### src/rtl/cbb_reg_slice.sv
// cbb_reg_slice: two-entry valid/ready skid buffer that registers in_ready and keeps full throughput.
module cbb_reg_slice #(
    parameter int               WIDTH    = 8,
    parameter logic [WIDTH-1:0] INIT_VAL = '0
) (
    input  logic             clk,
    input  logic             rst,
    input  logic             clr,
    input  logic             in_valid,
    input  logic [WIDTH-1:0] in_data,
    output logic             in_ready,
    output logic             out_valid,
    output logic [WIDTH-1:0] out_data,
    input  logic             out_ready,
    output logic [1:0]       occupancy
);
    logic             main_valid, skid_valid;
    logic [WIDTH-1:0] main_data, skid_data;
    logic             in_xfer;

    assign in_ready  = !skid_valid && !clr;
    assign in_xfer   = in_valid && in_ready;
    assign out_valid = main_valid;
    assign out_data  = main_data;
    assign occupancy = {1'b0, main_valid} + {1'b0, skid_valid};

    // skid_valid implies main_valid, so the branches below are EMPTY/BUSY/FULL in disguise
    always_ff @(posedge clk or negedge rst) begin
        if (!rst) begin
            main_valid <= 1'b0;
            skid_valid <= 1'b0;
            main_data  <= INIT_VAL;
            skid_data  <= INIT_VAL;
        end else if (clr) begin
            main_valid <= 1'b0;
            skid_valid <= 1'b0;
            main_data  <= INIT_VAL;
            skid_data  <= INIT_VAL;
        end else if (skid_valid) begin
            if (out_ready) begin
                main_data  <= skid_data;
                skid_valid <= 1'b0;
            end
        end else if (main_valid) begin
            if (in_xfer && out_ready) begin
                main_data <= in_data;
            end else if (in_xfer) begin
                skid_data  <= in_data;
                skid_valid <= 1'b1;
            end else if (out_ready) begin
                main_valid <= 1'b0;
            end
        end else if (in_xfer) begin
            main_data  <= in_data;
            main_valid <= 1'b1;
        end
    end
endmodule

### config.mk
export PLATFORM = sky130hd
export DESIGN_NAME = cbb_reg_slice
export DESIGN_NICKNAME = d
export VERILOG_FILES = /design/src/rtl/cbb_reg_slice.sv
export SDC_FILE = /design/constraint.sdc
export NUM_CORES = 1
export LEC_CHECK = 0
export ABC_AREA = 1
export CAP_MARGIN = 20
export CELL_PAD_IN_SITES_DETAIL_PLACEMENT = 1
export CELL_PAD_IN_SITES_GLOBAL_PLACEMENT = 2
export CORE_ASPECT_RATIO = 1.2
export CORE_MARGIN = 2
export CORE_UTILIZATION = 30
export CTS_CLUSTER_SIZE = 30
export DETAILED_ROUTE_END_ITERATION = 10
export PLACE_DENSITY_LB_ADDON = 0.3
export SYNTH_ARGS = -nofsm -noshare
export SYNTH_HDL_FRONTEND = slang
export SYNTH_SLANG_ARGS = --single-unit
export TNS_END_PERCENT = 50
### constraint.sdc
create_clock -name clk -period 2.2 [get_ports clk]
set_clock_uncertainty 0.05 [all_clocks]
set_input_delay 0.66 -clock clk [delete_from_list [all_inputs] [get_ports clk]]
set_output_delay 0.66 -clock clk [all_outputs]
set_load 0.02 [all_outputs]
==> metrics.csv <==
metric;value;unit
path_cells;clkdlybuf4s50_1 -> nor2_4 -> buf_2;
rows;23;
portBuffers;24;
holdWs;426.6;ps
status;finished clean;
cpLargestDelayFamily;buffers and inverters;
drt-pass1-iter-count;4;
num_antenna_cells;0;
p_leak;0.7393;nW
r2r_start;skid_valid$_DFF_PN0_;
start_util;31.07;%
synth.largest_area_cell;dfrtp_1;
cp.arrival;1420;ps
relSlewSlack;83.78;%
finalWeightedCongestion;0.7542;
die_area;0.003946;mm²
synth_fp_nets;140;
boundaryPins;25;
finalSetupViolCount;0;
routed_wl;2789;µm
die_x;57.68;µm
core;0.003338;mm²
cts_buffer_depth;2;
power;0.8836;mW
layout.nets;181;
regArea;450.4;µm²
yosys-top-cells-area;dfrtp_1 43%, nand2_1 13%, nand3_1 8.7%, nand4_1 4.8%, o21ai_0 4.3%;
cts.sinks;18;
async_reset_ff_share;100.0;%
startpoint;clr;
syn_to_final_growth;40.17;%
post-route-period-util;96.81;%
endpoint;in_ready;
grt_usage;16.50;%
clock.fmax;0.4695;GHz
gr-total-overflow;0;
grt_max_degree;19;
synthFlopType;dfrtp_1;
hold_class;flop to flop;
synth_top_area_share;43.43;%
rsz0062_at_grt;no;
die_h;68.41;µm
maxCapViolations;0;
rr_endpoint;out_data[7]$_DFFE_PN0P_;
cts-root-buf;clkbuf_8;
power_density;607.8;mW/mm²
yosysSeqAreaShare;43.43;%
synth_edf_count;0;
ff2ff_path_depth;7;
synth_cells;126;
layout-drive-gt1-share;18.67;%
grt_pass1_vias;1081;
required;1490;ps
drtIter0Drc;26;
grt_antenna_before_repair;0;
synth_common_cells;37 x nand2_1, 18 x dfrtp_1, 18 x nand3_1;
ys_seq_elements;18;
hold_viol_final;0;
critPathSlowestCell;clkdlybuf4s50_1;
worst_slew_pin_slew;243.2;ps
clk_pin_slew_worst_paths;70;ps
cts_buffers;3;
start_kind;input pin;
routed-via-count;1008;
yosysMostFrequentCell;nand2_1;
multiInputGateArea;501.7;µm²
fin_crit;2130;ps
htree_levels;1;
worst-r2r-setup-slack;750;ps
n_fill_cell;422;
cts_tree;done;
syn_avg_cell_area;8.232;µm²
ys_warn_count;0;
critPathBufInv;2;
drcViolationCount;0;
viasPerCell;4.966;
path_class;input pin to output pin;
grt_pass1_wl;5050;µm
slew_viol_final;0;
synth_cell_types;18;
syn_area;0.001037;mm²
cpPeakStageDelay;470;ps
ant_nets;0;
cp.depth;3;
wl_per_cell;13.74;µm
hpwl;2144;µm
critPathMaxFanout;2;
insertion_delay;250;ps
hold_depth;2;
peakVddDrop;351.4;µV
end_kind;output pin;
[power breakdown]
group	internal, mW	switching [mW]
registers	0.365	0.0196
logic	0.102	0.123
clock network	0.159	0.114
[repair_timing]
| action | 4_1_cts | 5_1_grt |
|---|---|---|
| setup buffers | 0 | 0 |
| hold buffers | 0 | 0 |
| gates resized for setup | 5 | 1 |
| setup endpoints to repair | 2 | 1 |
[area by class of cell]
| cell class | instances | area share [%] |
|---|---|---|
| Sequential cell | 18 | 30.98 |
| Tap cell | 37 | 3.184 |
| Clock buffer | 4 | 3.787 |
| Inverter | 13 | 3.528 |
| Multi-Input combinational cell | 92 | 34.51 |
| Timing Repair Buffer | 39 | 24.01 |
[per-layer routing]
metal	share of wire (%)	global-route usage, %	vias up
met5	0	0	-
li1	-	-	492
met4	0.65	4.360	0
met2	51	29.97	23
met1	44	20.28	491
met3	3.8	2.457	2
[stage by stage]
stage          cell area [µm²]  instances  worst slack [ps]  TNS [ps]  util, %
5_1_grt                   1454        203             16.68         0    43.55
3_5_place_dp              1403        199            -373.6     -1708    42.02
2_1_floorplan             1037        126             510.2         0        -
6_report                  1454        203             70.25         0    43.55
4_1_cts                   1451        203             31.21         0    43.48
3_3_place_gp              1403        199            -371.6     -1072    42.02
[cell families (layout without fill, tap and decap cells)]
group	Yosys count	in the layout	share of synthesized area (%)
compound gates	11	11	7.478
flops	18	18	43.43
simple gates	80	80	39.69
buf+inv	16	56	8.202
fa+ha+maj	1	1	1.206
[worst min-delay path, stage by stage, from the launching register on]
cell and delay, ps:
dfrtp_1 350, nand2_1 50, nand2_1 50
[worst min path at each step]
stage                             from                 endpoint
5_1_grt        out_data[1]$_DFFE_PN0P_  out_data[1]$_DFFE_PN0P_
6_report       out_data[7]$_DFFE_PN0P_  out_data[7]$_DFFE_PN0P_
3_3_place_gp   out_data[4]$_DFFE_PN0P_  out_data[4]$_DFFE_PN0P_
4_1_cts        out_data[5]$_DFFE_PN0P_  out_data[5]$_DFFE_PN0P_
2_1_floorplan                      rst  out_data[0]$_DFFE_PN0P_
3_5_place_dp   out_data[5]$_DFFE_PN0P_  out_data[5]$_DFFE_PN0P_
[state kept, by name, summed over array words and instances (netlist names)]
name        cells
skid_data       8
out_data        8
skid_valid      1
out_valid       1
[placed cells by master (no fill, tap or decap), drive strengths merged]
cell           instances
clkdlybuf4s50         21
nand4                  8
buf                   16
dfrtp                 18
clkinv                 1
dlymetal6s2s           1
nand2                 40
dlygate4sd2            1
clkbuf                 4
nand3                 20
nor2                  12
inv                   12
ha                     1
o21ai                 11
Power figures use the tool's default switching activity.
